$ cat src/rtl/byte_frame_sequencer.sv
// Sequences a byte-serial datapath: loads an operand frame over a valid/ready
// stream, waits out the datapath register latency, then streams the result bytes.
module byte_frame_sequencer #(
  parameter int LOG2_BYTES_IN  = 3,
  parameter int LOG2_BYTES_OUT = 2,
  parameter int LATENCY        = 2
) (
  input  logic                      clk,
  input  logic                      rst,
  input  logic                      flush,
  input  logic [7:0]                in_data,
  input  logic                      in_valid,
  output logic                      in_ready,
  output logic                      dp_wr_en,
  output logic [LOG2_BYTES_IN-1:0]  dp_wr_sel,
  output logic [7:0]                dp_wr_data,
  output logic [LOG2_BYTES_OUT-1:0] dp_rd_sel,
  input  logic [7:0]                dp_rd_data,
  output logic [7:0]                out_data,
  output logic                      out_valid,
  input  logic                      out_ready,
  output logic                      busy,
  output logic [7:0]                frame_count
);

  localparam logic [LOG2_BYTES_IN-1:0]  IN_LAST   = '1;
  localparam logic [LOG2_BYTES_OUT-1:0] OUT_LAST  = '1;
  localparam logic [3:0]                WAIT_INIT = 4'(LATENCY - 1);

  typedef enum logic [1:0] {S_LOAD, S_WAIT, S_UNLOAD} state_t;

  state_t                    r_state, w_state_nxt;
  logic [LOG2_BYTES_IN-1:0]  r_in_cnt, w_in_cnt_nxt;
  logic [LOG2_BYTES_OUT-1:0] r_out_cnt, w_out_cnt_nxt;
  logic [3:0]                r_wait_cnt, w_wait_cnt_nxt;
  logic [7:0]                r_frame_cnt, w_frame_cnt_nxt;

  logic w_in_ready, w_out_valid, w_accept, w_out_hs;

  // Handshake qualifiers depend only on state, flush and rst, never on the
  // partner's valid/ready, so no combinational loop through the streams.
  assign w_in_ready  = (r_state == S_LOAD)   && !flush && !rst;
  assign w_out_valid = (r_state == S_UNLOAD) && !flush && !rst;
  assign w_accept    = in_valid  && w_in_ready;
  assign w_out_hs    = out_ready && w_out_valid;

  assign in_ready    = w_in_ready;
  assign out_valid   = w_out_valid;
  assign busy        = (r_state != S_LOAD) && !rst;
  assign dp_wr_en    = w_accept;
  assign dp_wr_sel   = r_in_cnt;
  assign dp_wr_data  = in_data;
  assign dp_rd_sel   = r_out_cnt;
  assign out_data    = dp_rd_data;
  assign frame_count = r_frame_cnt;

  always_comb begin
    w_state_nxt     = r_state;
    w_in_cnt_nxt    = r_in_cnt;
    w_out_cnt_nxt   = r_out_cnt;
    w_wait_cnt_nxt  = r_wait_cnt;
    w_frame_cnt_nxt = r_frame_cnt;
    case (r_state)
      S_LOAD: begin
        if (w_accept) begin
          if (r_in_cnt == IN_LAST) begin
            w_in_cnt_nxt   = '0;
            w_wait_cnt_nxt = WAIT_INIT;
            w_state_nxt    = S_WAIT;
          end else begin
            w_in_cnt_nxt = r_in_cnt + 1'b1;
          end
        end
      end
      S_WAIT: begin
        if (r_wait_cnt == 4'd0) begin
          w_out_cnt_nxt = '0;
          w_state_nxt   = S_UNLOAD;
        end else begin
          w_wait_cnt_nxt = r_wait_cnt - 4'd1;
        end
      end
      S_UNLOAD: begin
        if (w_out_hs) begin
          if (r_out_cnt == OUT_LAST) begin
            w_out_cnt_nxt   = '0;
            w_frame_cnt_nxt = r_frame_cnt + 8'd1;
            w_state_nxt     = S_LOAD;
          end else begin
            w_out_cnt_nxt = r_out_cnt + 1'b1;
          end
        end
      end
      default: w_state_nxt = S_LOAD;
    endcase
    // Abort: the handshake is already masked, so frame count cannot advance here.
    if (flush) begin
      w_state_nxt    = S_LOAD;
      w_in_cnt_nxt   = '0;
      w_out_cnt_nxt  = '0;
      w_wait_cnt_nxt = '0;
    end
  end

  always_ff @(posedge clk) begin
    if (rst) begin
      r_state     <= S_LOAD;
      r_in_cnt    <= '0;
      r_out_cnt   <= '0;
      r_wait_cnt  <= '0;
      r_frame_cnt <= '0;
    end else begin
      r_state     <= w_state_nxt;
      r_in_cnt    <= w_in_cnt_nxt;
      r_out_cnt   <= w_out_cnt_nxt;
      r_wait_cnt  <= w_wait_cnt_nxt;
      r_frame_cnt <= w_frame_cnt_nxt;
    end
  end

endmodule

$ cat config.mk
export PLATFORM = sky130hd
export DESIGN_NAME = byte_frame_sequencer
export DESIGN_NICKNAME = d
export VERILOG_FILES = /design/src/rtl/byte_frame_sequencer.sv
export SDC_FILE = /design/constraint.sdc
export NUM_CORES = 1
export LEC_CHECK = 0
export ABC_CLOCK_PERIOD_IN_PS = 1900
export BUFFER_PORTS_ARGS = -buffer_cell sky130_fd_sc_hd__buf_4
export CORE_UTILIZATION = 42
export CTS_BUF_LIST = sky130_fd_sc_hd__clkbuf_4
export CTS_CLUSTER_SIZE = 28
export DETAILED_ROUTE_END_ITERATION = 12
export HOLD_SLACK_MARGIN = 0.1
export PLACE_DENSITY = 0.73
export SLEW_MARGIN = 20
export SYNTH_ARGS = -nofsm -noshare
export SYNTH_HDL_FRONTEND = slang
export SYNTH_SLANG_ARGS = --single-unit
$ cat constraint.sdc
create_clock -name clk -period 1.9 [get_ports clk]
set_clock_uncertainty 0.1 [all_clocks]
set_input_delay 0.19 -clock clk [delete_from_list [all_inputs] [get_ports clk]]
set_output_delay 0.19 -clock clk [all_outputs]
set_load 0.03 [all_outputs]
==> flow_summary.ini, run 1 <==
[timing]
final.period_utilization_pct = 96.7
tightest_slew_ps = 530
timing.slew.headroom_pct = 64.6
tns_ps = 0
timing.fmax_ghz = 0.544
final.min_clock_period_ps = 1840
setup_violations = 0
hold_viol_final = 0
timing_max_transition_violations_final = 0

[placed_design]
detailed_place.area_mm2 = 0.00118
gpl.final_weighted_congestion = 0.852
post-place-cells = 162
detailedPlacementHpwl_um = 1660
placement.io_buffers = 21

[drt]
detail_routed_via_count_per_cell = 5.54
detail-route-antenna-nets = 0
routed_wirelength_normalized_by_instance_count_um = 13.1
route.vias.total = 925
first_pass_iters = 4
drt_first_iter_violations = 13
route.final.wire_length_um = 2180
remaining_drc_errors = 0

[cells_and_area]
final_net_count = 165
finalNonFillerCells = 167
seq_area_um2 = 382
num_antenna_cells = 0
syn2layout_area_growth_pct = 10.8
layout-drive-gt1-share_pct = 25.5
filler_cell_count = 249
fin_area_mm2 = 0.00123
area_of_the_multi_input_gates_um2 = 553

[yosys]
yosys.area.top_type_share_pct = 34.4
yosys_warnings = 0
netlist.top_cell.by_area = sky130_fd_sc_hd__dfxtp_1
post_synth_instance_area_mm2 = 0.00111
yosysSeqAreaShare_pct = 34.4
avgSynthCellArea_um2 = 8.65
syn_inst = 128
synthDistinctLibCells = 32
synth_area_leaders = sky130_fd_sc_hd__dfxtp_1, sky130_fd_sc_hd__buf_4, sky130_fd_sc_hd__ha_1
synth_fp_nets = 155
yosys_register_bits = 19

[hold_path]
hp_class = in -> reg
hold_path.startpoint = rst

[critical_path]
crit_end = out_valid
crit_path_end_kind = output port
worst_ep_required_time_ps = 1610
worstSetupPathDepth = 4
slowest_stage_cell_on_the_critical_path = sky130_fd_sc_hd__or4b_4
critPathKind = reg -> out
crit_path_start_kind = flip-flop
critPathTopFamily = simple AND/OR/NAND/NOR gates
worst-endpoint-arrival_ps = 1550
crit_path_start = r_state[0]$_SDFFE_PP0P_
source_of_the_worst_register_to_register_timing_path = r_state[0]$_SDFFE_PP0P_
worst-r2r-setup-slack_ps = 160
worst_path_largest_cell_delay_ps = 550
reg2reg_depth = 3
critical_path.reg2reg.endpoint = frame_count[7]$_SDFFE_PP0P_
path_common_cell = sky130_fd_sc_hd__buf_6
path_buf_inv = 3
critical_path.max_fanout = 9
critical_path.cell_chain = or4b_4 -> buf_6 -> inv_1 -> buf_6

[power]
power_frac_clock_pct = 31.8
power_report.internal_total_uw = 497
vdd_ir_drop_max_mv = 0.311
static_power_due_to_leakage_uw = 0.000488
seqPwrFrac_pct = 61.6
post-layout-total-power_uw = 651
switching_power_uw = 154
power_switching_share_pct = 23.6
combinationalPowerShare_pct = 6.5
power-per-cell-area_mw_per_mm2 = 530

[clocking]
tritoncts = done
numClockSinks = 19
clkLatencyLatePin_ps = 290
htreeDepth = 1
cts-buffers-inserted = 3
clk_path_buf_depth = 2
ctsRootBufferMaster = sky130_fd_sc_hd__clkbuf_4
clk_pin_slew_ps = 110
post_cts_buffers = 0

[die]
die-height_um = 53.3
count_of_standard_cell_rows = 18
die_w_um = 53.3
start_util_pct = 44.7
placeable_core_region_mm2 = 0.00248
dieArea_mm2 = 0.00285
num_io_pins = 54

[global_route]
globalRouteTotalUtil_pct = 17.3
grt_pass1_vias = 868
grt-ovfl-total = 0
first_pass_grt_wire_length_um = 3640
largest_net_degree_at_the_start_of_global_routing = 13
antenna_found_initial = 0

[status]
result_of_the_run = completed

[flow_run]
max_cap_violations = 0
## synth_stat cells
library cell / number
sky130_fd_sc_hd__nand4b_1: 1
sky130_fd_sc_hd__or3_1: 5
sky130_fd_sc_hd__a31oi_1: 1
sky130_fd_sc_hd__buf_2: 1
sky130_fd_sc_hd__o31ai_1: 3
sky130_fd_sc_hd__o21ai_0: 5
sky130_fd_sc_hd__mux2_2: 1
sky130_fd_sc_hd__nor4_1: 1
sky130_fd_sc_hd__or3b_2: 1
sky130_fd_sc_hd__dfxtp_1: 19
sky130_fd_sc_hd__mux2i_1: 3
sky130_fd_sc_hd__nor3b_1: 2
sky130_fd_sc_hd__nand4bb_1: 1
sky130_fd_sc_hd__nand2_1: 4
sky130_fd_sc_hd__buf_6: 1
sky130_fd_sc_hd__nor2_1: 6
sky130_fd_sc_hd__nand4_1: 3
sky130_fd_sc_hd__nor3_1: 2
sky130_fd_sc_hd__or2_2: 1
sky130_fd_sc_hd__or4b_4: 1
sky130_fd_sc_hd__clkbuf_1: 2
sky130_fd_sc_hd__nand3_1: 2
sky130_fd_sc_hd__a21oi_1: 14
sky130_fd_sc_hd__nor2b_1: 3
sky130_fd_sc_hd__nand3b_1: 3
sky130_fd_sc_hd__ha_1: 6
sky130_fd_sc_hd__or4_1: 5
sky130_fd_sc_hd__a31o_2: 1
sky130_fd_sc_hd__buf_4: 17
sky130_fd_sc_hd__nand2b_1: 4
sky130_fd_sc_hd__o211ai_1: 3
sky130_fd_sc_hd__inv_1: 6
## placed cells by master, fill, tap and decap left out, drive strengths merged, types with 2 or more instances in the layout
master	netlist	routed
inv	6	6
ha	6	6
clkbuf	2	3
o211ai	3	3
nor2	6	6
nand3	2	2
nand3b	3	3
mux2i	3	3
o21ai	5	5
nand4	3	3
o31ai	3	3
nor3b	2	2
nor2b	3	3
or3	5	5
or4	5	5
nor3	2	2
a21oi	14	14
nand2b	4	4
nand2	4	4
buf	19	25
dfxtp	19	19
## worst min path at each step
stage | to | slack (ps) | cells after the start
2_1_floorplan | frame_count[1]$_SDFFE_PP0P_ | 260 | 2
3_3_place_gp | dp_wr_data[3] | 280 | 0
3_5_place_dp | dp_wr_data[3] | 280 | 0
4_1_cts | frame_count[3]$_SDFFE_PP0P_ | 100 | 3
5_1_grt | frame_count[1]$_SDFFE_PP0P_ | 120 | 3
6_report | frame_count[3]$_SDFFE_PP0P_ | 110 | 3
## power groups by stage
stage	clock network, µW	logic, µW	registers (µW)
floorplan	0	83.4	413
global placement	0	39.6	410
detailed placement	0	41.0	410
CTS	216	43.0	401
global route	234	45.9	402
finish	207	42.5	401
## through the flow
stage / setup slack (ps) / util, % / hold slack [ps]
final: 61.8 / 49.5 / 109
after floorplan: 99.1 / - / 260
after detailed placement: 146 / 47.7 / 280
after CTS: 7.31 / 49.3 / 101
after global placement: 160 / 47.7 / 280
after global routing: -0.137 / 49.5 / 123
## final cells by class
| cell class | instances | share of cell area, % |
|---|---|---|
| clock buffer | 3 | 1.83 |
| inverter | 6 | 1.83 |
| clock inverter | 1 | 0.408 |
| tap | 30 | 3.06 |
| timing repair buffer | 26 | 16.7 |
| multi-input combinational | 82 | 45.1 |
| sequential | 19 | 31.1 |
## registers in the layout (all words and copies together) (netlist names)
name and count:
dp_rd_sel 2, dp_wr_sel 3, frame_count 8, r_state 2
r_wait_cnt 4
## routing by layer
layer  GRT usage (%)  wire, µm  share of wire, %  vias up
li1                -         -                 -      466
met1            20.9       964                44      430
met2            30.0      1100                50       23
met3            2.87        95               4.4        6
met4            6.58        23               1.1        0
met5               0         0                 0        -
## worst reg2reg max path, delay by kind of cell (launching register included)
| family | cells | cell delay, ps |
|---|---|---|
| flops | 1 | 340 |
| mux | 1 | 360 |
| simple gates | 2 | 850 |
## cell families after synthesis
family,Yosys count,synth area share [%]
and+or+nand+nor,45,25.4
AOI/OAI and AO/OA,27,14.0
buffers and inverters,27,15.7
DFF,19,34.3
adders and majority gates,6,6.78
muxes,4,3.73
## what timing repair did
| item | 4_1_cts | 5_1_grt |
|---|---|---|
| endpoints found under the hold margin | 6 | 0 |
| hold buffers | 1 | 0 |
| pin swaps | 0 | 1 |
| resized for setup | 1 | 2 |
| setup endpoints to repair | 1 | 1 |
No activity file was read; power rests on OpenSTA's default activity.
==> inputs of run 2 (changes only) <==
--- a/config.mk
+++ b/config.mk
@@ -11,8 +11,10 @@
 export CTS_BUF_LIST = sky130_fd_sc_hd__clkbuf_4
 export CTS_CLUSTER_SIZE = 28
 export DETAILED_ROUTE_END_ITERATION = 12
+export GPL_ROUTABILITY_DRIVEN = 0
 export HOLD_SLACK_MARGIN = 0.1
 export PLACE_DENSITY = 0.73
+export RECOVER_POWER = 50
 export SLEW_MARGIN = 20
 export SYNTH_ARGS = -nofsm -noshare
 export SYNTH_HDL_FRONTEND = slang
==> run 2 against run 1 <==
Compared with the run above:
- final cell count stayed put
- critical path depth did not move
- combinational power fell by 3%
- power down 0.28%
- critical endpoint unchanged
==> flow_summary.ini, run 2 (synthesis results as in run 1) <==
[cells_and_area]
final_net_count = 165
number_of_flip_flops_under_the_largest_register_name = 8
num_antenna_cells = 0
fin_area_mm2 = 0.00119
syn2layout_area_growth_pct = 7.80
layout.cells.most_common = sky130_fd_sc_hd__dfxtp_1
layout_common_cells = sky130_fd_sc_hd__dfxtp_1, sky130_fd_sc_hd__a21oi_1, sky130_fd_sc_hd__buf_4
layout-drive-gt1-share_pct = 19.0

[timing]
timing_max_transition_violations_final = 0
hold_viol_final = 0
timing.slew.headroom_pct = 64.6
crit_path_setup_slack_layout_ps = 61.6
tightest_slew_ps = 530
setup_violations = 0
final.min_clock_period_ps = 1840
final.period_utilization_pct = 96.8
timing.fmax_ghz = 0.544

[critical_path]
critical_path.reg2reg.endpoint = frame_count[7]$_SDFFE_PP0P_
slowest_stage_cell_on_the_critical_path = sky130_fd_sc_hd__or4b_4
crit_path_end_kind = output port
source_of_the_worst_register_to_register_timing_path = r_state[0]$_SDFFE_PP0P_
worst_ep_required_time_ps = 1610
worst_path_largest_cell_delay_ps = 550
critPathKind = reg -> out
crit_end = out_valid
crit_path_start_kind = flip-flop
reg2reg_depth = 3
worst-endpoint-arrival_ps = 1550
critical_path.max_fanout = 9
path_common_cell = sky130_fd_sc_hd__buf_6
critical_path.cell_chain = or4b_4 -> buf_6 -> inv_1 -> buf_6
crit_path_start = r_state[0]$_SDFFE_PP0P_
worst-r2r-setup-slack_ps = 160

[die]
die-height_um = 53.3
dieArea_mm2 = 0.00285
die_w_um = 53.3
count_of_standard_cell_rows = 18
start_util_pct = 44.7
placeable_core_region_mm2 = 0.00248
num_io_pins = 54

[flow_run]
max_cap_violations = 0

[global_route]
largest_net_degree_at_the_start_of_global_routing = 13
grt-ovfl-total = 0
antenna_found_initial = 0
grt_pass1_vias = 868
globalRouteTotalUtil_pct = 17.3
first_pass_grt_wire_length_um = 3640

[drt]
routed_wirelength_normalized_by_instance_count_um = 13.0
detail-route-antenna-nets = 0
route.vias.total = 928
route.final.wire_length_um = 2170
first_pass_iters = 4
drt_first_iter_violations = 15
remaining_drc_errors = 0
detail_routed_via_count_per_cell = 5.56

[clocking]
ctsRootBufferMaster = sky130_fd_sc_hd__clkbuf_4
htreeDepth = 1
cts-buffers-inserted = 3
numClockSinks = 19
clkLatencyLatePin_ps = 290
clk_pin_slew_ps = 110
tritoncts = done
clk_path_buf_depth = 2

[power]
vdd_ir_drop_max_mv = 0.311
post-layout-total-power_uw = 649
switching_power_uw = 153
power_report.internal_total_uw = 496
power_switching_share_pct = 23.6
static_power_due_to_leakage_uw = 0.000449
power-per-cell-area_mw_per_mm2 = 544
seqPwrFrac_pct = 61.8
power_frac_clock_pct = 31.8
combinationalPowerShare_pct = 6.4

[placed_design]
placement.io_buffers = 21
worst_slack_after_detailed_placement_ps = 146
detailed_place.area_mm2 = 0.00118
detailedPlacementHpwl_um = 1660

[status]
result_of_the_run = completed

[hold_path]
hp_class = in -> reg
-- run 2: cell count changes in the layout (fill, tap and decap cells not counted), sizes merged --
cell and change:
buf -9, clkbuf +9
-- run 2: power by group through the flow --
stage / registers (µW) / clock network, µW / logic, µW
after floorplan: 413 / 0 / 83.4
after global placement: 410 / 0 / 39.6
after detailed placement: 410 / 0 / 41.0
after CTS: 401 / 216 / 43.0
after global routing: 401 / 234 / 44.8
final: 401 / 206 / 41.4
-- run 2: what timing repair did --
| action | in CTS | in global routing |
|---|---|---|
| pin swaps | 0 | 1 |
| buffers inserted | 0 | 0 |
| hold buffers | 1 | 0 |
| hold endpoints to repair | 6 | 0 |
| resized for setup | 1 | 2 |
| endpoints found under the setup margin | 1 | 1 |
-- run 2: worst min-delay path by stage --
stage	from	to	slack, ps	depth (start not counted)
2_1_floorplan	out_ready	frame_count[1]$_SDFFE_PP0P_	260	2
3_3_place_gp	in_data[3]	dp_wr_data[3]	280	0
3_5_place_dp	in_data[3]	dp_wr_data[3]	280	0
4_1_cts	rst	frame_count[3]$_SDFFE_PP0P_	100	3
5_1_grt	out_ready	frame_count[1]$_SDFFE_PP0P_	120	3
6_report	rst	frame_count[3]$_SDFFE_PP0P_	110	3
-- run 2: layout make-up --
type | instances | area, µm²
Sequential cell | 19 | 382
Tap cell | 30 | 37.5
Inverter | 6 | 22.5
Multi-Input combinational cell | 82 | 553
Clock buffer | 3 | 22.5
Fill cell | 260 | 1280
Timing Repair Buffer | 26 | 171
Clock inverter | 1 | 5.00
-- run 2: per-layer routing --
layer	vias to the layer above	GRT usage [%]	routed length, µm
li1	467	-	-
met1	430	20.9	951
met2	25	30.0	1100
met3	6	2.87	100
met4	0	6.58	23
met5	-	0	0
-- run 2: worst max-delay path: cells and delay by family, from the launching register on --
| kind | cells | cell delay (ps) |
|---|---|---|
| buf+inv | 3 | 370 |
| simple gates | 1 | 550 |
| flops | 1 | 330 |
-- run 2: per-stage QoR --
stage	hold slack (ps)	util [%]	cells	setup TNS, ps
2_1_floorplan	260	-	128	0
3_3_place_gp	280	47.7	162	0
3_5_place_dp	280	47.7	162	0
4_1_cts	101	49.3	167	0
5_1_grt	123	48.2	167	-0.137
6_report	111	48.2	167	0
